### src/rtl/kw_pipe_flow_ctrl.sv
`default_nettype none
// ============================================================================
// Module   : kw_pipe_flow_ctrl
// Purpose  : Credit-based valid/ready wrapper around a fixed-latency,
//            non-stallable datapath, with an output FIFO that cannot overflow.
// Revision : 1.0 - initial release
// ============================================================================
module kw_pipe_flow_ctrl #(
    parameter int DATA_WIDTH = 32,
    parameter int LATENCY    = 2,
    parameter int BUF_DEPTH  = 4
) (
    input  logic                           clock,
    input  logic                           reset,
    input  logic                           in_valid,
    output logic                           in_ready,
    output logic                           pipe_issue,
    input  logic [DATA_WIDTH-1:0]          pipe_data,
    output logic                           out_valid,
    input  logic                           out_ready,
    output logic [DATA_WIDTH-1:0]          out_data,
    output logic [$clog2(BUF_DEPTH+1)-1:0] credits
);

    localparam int c_CNT_W = $clog2(BUF_DEPTH + 1);
    localparam int c_PTR_W = (BUF_DEPTH > 1) ? $clog2(BUF_DEPTH) : 1;

    logic [c_CNT_W-1:0]    r_credits;
    logic [c_CNT_W-1:0]    r_occ;
    logic [c_PTR_W-1:0]    r_wr_ptr;
    logic [c_PTR_W-1:0]    r_rd_ptr;
    logic [DATA_WIDTH-1:0] r_mem [BUF_DEPTH];
    logic                  w_cap;
    logic                  w_pop;
    int                    w_inflight;

    function automatic logic [c_PTR_W-1:0] next_ptr(input logic [c_PTR_W-1:0] p);
        return (p == c_PTR_W'(BUF_DEPTH - 1)) ? '0 : p + c_PTR_W'(1);
    endfunction

    // Reset gating keeps the handshake quiet while the registers are being cleared.
    assign in_ready   = ~reset & (r_credits != '0);
    assign pipe_issue = in_valid & in_ready;
    assign out_valid  = ~reset & (r_occ != '0);
    assign w_pop      = out_valid & out_ready;
    assign out_data   = r_mem[r_rd_ptr];
    assign credits    = r_credits;

    generate
        if (LATENCY == 0) begin : g_lat0
            assign w_cap      = pipe_issue;
            assign w_inflight = 0;
        end else begin : g_vld
            logic [LATENCY-1:0] r_vld;
            always_ff @(posedge clock) begin
                if (reset) begin
                    r_vld <= '0;
                end else begin
                    r_vld <= (r_vld << 1) | LATENCY'(pipe_issue);
                end
            end
            assign w_cap      = r_vld[LATENCY-1];
            assign w_inflight = $countones(r_vld);
        end
    endgenerate

    always_ff @(posedge clock) begin
        if (reset) begin
            r_credits <= c_CNT_W'(BUF_DEPTH);
        end else if (pipe_issue && !w_pop) begin
            r_credits <= r_credits - c_CNT_W'(1);
        end else if (w_pop && !pipe_issue) begin
            r_credits <= r_credits + c_CNT_W'(1);
        end
    end

    always_ff @(posedge clock) begin
        if (reset) begin
            r_occ    <= '0;
            r_wr_ptr <= '0;
            r_rd_ptr <= '0;
        end else begin
            if (w_cap && !w_pop) begin
                r_occ <= r_occ + c_CNT_W'(1);
            end else if (w_pop && !w_cap) begin
                r_occ <= r_occ - c_CNT_W'(1);
            end
            if (w_cap) begin
                r_wr_ptr <= next_ptr(r_wr_ptr);
            end
            if (w_pop) begin
                r_rd_ptr <= next_ptr(r_rd_ptr);
            end
        end
    end

    // Storage is not reset: entries are only observable behind out_valid.
    always_ff @(posedge clock) begin
        if (w_cap) begin
            r_mem[r_wr_ptr] <= pipe_data;
        end
    end

`ifndef SYNTHESIS
    always_ff @(posedge clock) begin
        if (!reset) begin
            assert (!(w_cap && (r_occ == c_CNT_W'(BUF_DEPTH))))
                else $error("kw_pipe_flow_ctrl: capture into full buffer");
            assert (!(w_pop && (r_occ == '0)))
                else $error("kw_pipe_flow_ctrl: pop from empty buffer");
            assert ((int'(r_credits) + w_inflight + int'(r_occ)) == BUF_DEPTH)
                else $error("kw_pipe_flow_ctrl: credit accounting broken");
        end
    end
`endif

endmodule
`default_nettype wire

### config.mk
export PLATFORM = sky130hd
export DESIGN_NAME = kw_pipe_flow_ctrl
export DESIGN_NICKNAME = d
export VERILOG_FILES = /design/src/rtl/kw_pipe_flow_ctrl.sv
export SDC_FILE = /design/constraint.sdc
export NUM_CORES = 1
export LEC_CHECK = 0
export CORE_MARGIN = 10
export CORE_UTILIZATION = 35
export DETAILED_ROUTE_END_ITERATION = 10
export SLEW_MARGIN = 5
export SYNTH_ARGS = -nofsm -noshare
export SYNTH_HDL_FRONTEND = slang
export SYNTH_SLANG_ARGS = --single-unit
### constraint.sdc
create_clock -name clock -period 2.7 [get_ports clock]
set_input_delay 0.81 -clock clock [delete_from_list [all_inputs] [get_ports clock]]
set_output_delay 0.81 -clock clock [all_outputs]
set_load 0.02 [all_outputs]
Word level (Yosys, flattened, before mapping)
Memory sizes are Yosys's and may differ from the RTL's. A register that Yosys moved wholly into a read port is not among the register bits.
Index checks and enable logic that the tools add are counted.
- memories kept: 1
- register bits after elaboration: 12
- input bits: 36
- memory bits (writable): 128
- word-level logic and storage cells: 41
- memories (name ; words ; bits a word ; read ports ; clocked after Yosys merged registers in ; write ports ; line ; RTL):
    r_mem ; 4 ; 32 ; 1 ; 1 ; 1 ; 32 ; logic [DATA_WIDTH-1:0] r_mem [BUF_DEPTH];
- add/sub/neg operators: 6
- reductions and logical operators: 11
- eq/ne operators: 2
- bitwise logic cells: 6
- multiplexer cells: 10
- operators with widths (operator ; number):
    two-way mux 3 bit ; 4
    two-way mux 2 bit ; 4
    adder 3 x 1 -> 3 bit (second input constant) ; 2
    nonzero test 3 bit ; 2
    subtractor 3 x 1 -> 3 bit (second input constant) ; 2
    adder 2 x 1 -> 2 bit (second input constant) ; 2
    bitwise AND 1 bit ; 4
    == test 2 bit (second input constant) ; 2
    logical AND 1 bit ; 4
    nonzero test 2 bit ; 2
    zero test 1 bit ; 3
    two-way mux 1 bit ; 2
    bitwise OR 2 x 1 -> 2 bit ; 1
    NOT 1 bit ; 1

Logic depth before layout (Yosys ltp)
- word-level depth: 7
- gate-level depth with buffers: 9

Worst setup path after synthesis
OpenSTA, ideal clock, no wires.
- kind: input to register
- start: input port reset
- end: register r_credits[2], in the netlist credits[2]
- stages: 9
- buffers on the path: 1
- path slack: -0.393 ns
- required time: 2.568 ns
- library setup time: 0.132 ns
- data arrival time: 2.961 ns
- cells stage by stage: buf_2 nor2_1 and2_1 ha_1 inv_1 fa_1 xor2_1 o21ai_0 or3b_2
- longest elaborated chain between the ends: 6
- elaborated cells on any way between the ends: 11
- those cells by class: mux: 1; bitwise: 5; reduce/logical: 5
- RTL lines (item ; line ; RTL):
    start: declaration ; 14 ; input logic reset,
    NOT 1 bit (*) ; 42 ; assign in_ready = ~reset & (r_credits != '0);
    bitwise AND 1 bit (*) ; 42 ;
    named net in_ready ; 16 ; output logic in_ready,
    bitwise AND 1 bit (*) ; 43 ; assign pipe_issue = in_valid & in_ready;
    named net pipe_issue ; 17 ; output logic pipe_issue,
    zero test 1 bit ; 72 ; end else if (w_pop && !pipe_issue) begin
    logical AND 1 bit ; 72 ;
    nonzero test 2 bit (no line) ; -- ;
    end signal: assignment ; 69 ; r_credits <= c_CNT_W'(BUF_DEPTH);
    end signal: assignment ; 71 ; r_credits <= r_credits - c_CNT_W'(1);
    end signal: assignment ; 73 ; r_credits <= r_credits + c_CNT_W'(1);
    end: declaration ; 28 ; logic [c_CNT_W-1:0] r_credits;
Mark *: on every way through the listed nets, which the timed path passes. The rest lies on a longest branch.
A chain may end at the register's enable or synchronous reset.

==> impl_metrics.json <==
{
  "final_util_pct": 46.6,
  "drtIter0Drc": 120,
  "antenna_left": 0,
  "ys_seq_elements": 142,
  "clk_path_buf_depth": 2,
  "grt-ovfl-total": 0,
  "first_global_vias": 2926,
  "fmax_mhz": 378,
  "place_inst": 512,
  "path_buf_inv": 2,
  "ir_drop_mv": 0.520,
  "layout_commonest_cell": "edfxtp_1",
  "gp_congestion": 0.680,
  "cpMaxStageDelayCell": "mux4_1",
  "maxSlewViolCount": 0,
  "hold_path.startpoint": "g_vld.r_vld[0]",
  "hp-class": "flip-flop to flip-flop",
  "fin_crit_ns": 2.65,
  "critPathMaxFanout": 15,
  "grt_max_degree": 22,
  "grt_usage_pct": 10.7,
  "rsz0062_at_grt": "yes",
  "nets": 392,
  "start_kind": "flip-flop",
  "placementRows": 45,
  "crit_chain": "buf_12 -> mux4_1 -> clkdlybuf4s15_2",
  "tritoncts": "yes",
  "cp_data_arrival_time_ns": 1.84,
  "die_y_um": 144,
  "worst_pin_slew_ns": 0.635,
  "cts_sinks": 142,
  "antenna_found_initial": 0,
  "fin_crit_sh_pct": 98.0,
  "status": "complete, no violations",
  "yosysSeqAreaShare_pct": 77.2,
  "drt_wl_total_um": 10400,
  "portBuffers": 73,
  "critPathCaptureType": "primary output",
  "dpl_cell_area_sq_um": 6430,
  "coreArea_sq_um": 15100,
  "clkLatencyLatePin_ns": 0.41,
  "htree_levels": 4,
  "powerDensity_nw_per_um2": 790,
  "synthDistinctLibCells": 22,
  "clock-root-buffer": "clkbuf_16",
  "die-area_sq_um": 20600,
  "grt_pass1_wl_um": 16200,
  "synth_warnings": 0,
  "drt-pass1-iter-count": 4,
  "final_area_sq_um": 7030,
  "setup.worst_path.class": "flip-flop to primary output",
  "finalClockSkew_ns": 0.0109,
  "io_pins": 74,
  "cp_top_family": "multiplexers",
  "drive_gt1_share_pct": 29.2,
  "slew_headroom_pct": 57.7,
  "p_leak_nw": 2.36,
  "cts-buffers-inserted": 17,
  "initial_core_util_pct": 35.4,
  "setup_ws_ns": 0.0548,
  "maxCapViolations": 0,
  "dpl_worst_slack_ns": -0.355,
  "num_vias": 2599,
  "clk_pin_slew_ns": 0.06,
  "r2r-start": "r_occ[1]",
  "finalNonFillerCells": 549,
  "syn_area_sq_um": 5340,
  "area_delta_synth_final_pct": 31.6,
  "max_stage_delay_ns": 0.56,
  "final_cell_mix": "128 x edfxtp_1, 37 x clkdlybuf4s50_1, 30 x mux4_2, 20 x buf_4",
  "worst_ep_required_time_ns": 1.89,
  "die_w_um": 144,
  "setup-violations-final": 0,
  "syn_nets": 283,
  "r2r_slack_ns": 0.46,
  "netlist_instances": 238,
  "holdWs_ns": 0.436,
  "avgSynthCellArea_sq_um": 22.4,
  "hold_viol_final": 0,
  "drc": 0,
  "wl_per_cell_um": 18.9,
  "vias_per_cell": 4.73,
  "dpl.hpwl_um": 6790
}
routing by layer:
layer	up-vias	share of wire, %	GRT usage (%)
met3	9	5.7	4.85
met4	0	1.1	3.71
met2	59	50	17.4
li1	1187	-	-
met1	1344	43	12.2
met5	-	0	0
layout make-up:
class	count	area, sq um
clock buffer	18	429
antenna	1	2.50
multi-input combinational	80	1130
tap	188	235
sequential	142	4130
timing repair buffer	98	928
fill	1302	8060
inverter	8	30.0
clock inverter	14	150
path summary, 6_finish.rpt:
| kind | depth (start not counted) | to |
|---|---|---|
| max | 3 | out_data[0] |
| max reg2reg | 9 | credits[2] |
| min reg2reg | 1 | g_vld.r_vld[1] |
| min | 1 | g_vld.r_vld[1] |
state kept, by name (all words and copies together) (netlist names), named ones only:
signal,flops
r_rd_ptr,2
g_vld.r_vld,2
r_wr_ptr,2
r_occ,3
credits,3
r_mem,128
stage by stage:
step	power [mW]	setup TNS, ns
2_1_floorplan	3.04	0
3_3_place_gp	3.38	-1.20
3_5_place_dp	3.40	-1.61
4_1_cts	5.63	-0.0415
5_1_grt	5.81	-0.0416
6_report	5.56	0
cells in the mapped netlist:
library cell,number,area (sq um)
nor2b_1,3,18.8
fa_1,2,40.0
buf_6,1,11.3
buf_12,3,60.1
or3_1,1,6.26
buf_2,4,20.0
inv_1,8,30.0
edfxtp_1,128,3840
mux4_1,2,52.6
ha_1,7,87.6
dfxtp_1,14,280
mux4_2,30,676
nor3_1,3,15.0
mux2_2,2,22.5
and2_1,6,37.5
xor2_1,4,35.0
nor3b_1,2,15.0
a21oi_1,3,15.0
mux2i_1,2,20.0
o21ai_0,2,10.0
nor2_1,10,37.5
or3b_2,1,8.76
logic make-up (layout without fill, tap and decap cells):
family	count (synthesis)	count (layout)	share of synthesized area (%)
AOI/OAI and AO/OA	5	5	0.468
adders and majority gates	9	9	2.39
other	0	1	0
DFF	142	142	77.2
muxes	36	36	14.4
xor gates and xnor gates	4	4	0.656
buffers and inverters	16	138	2.27
and+or+nand+nor	26	26	2.60
where the power goes:
| group | leakage [nW] | switching (mW) | total [mW] | internal (mW) |
|---|---|---|---|---|
| registers | 1.27 | 0.0390 | 2.49 | 2.45 |
| logic | 0.809 | 0.392 | 0.815 | 0.423 |
| clock network | 0.283 | 0.821 | 2.25 | 1.43 |
repair_timing:
item                       CTS  global route
pin swaps                    0             0
hold buffers                 0             0
setup endpoints to repair   35            27
resized for setup           59            19
buffers inserted             0             4
(Power assumes the default switching activity.)
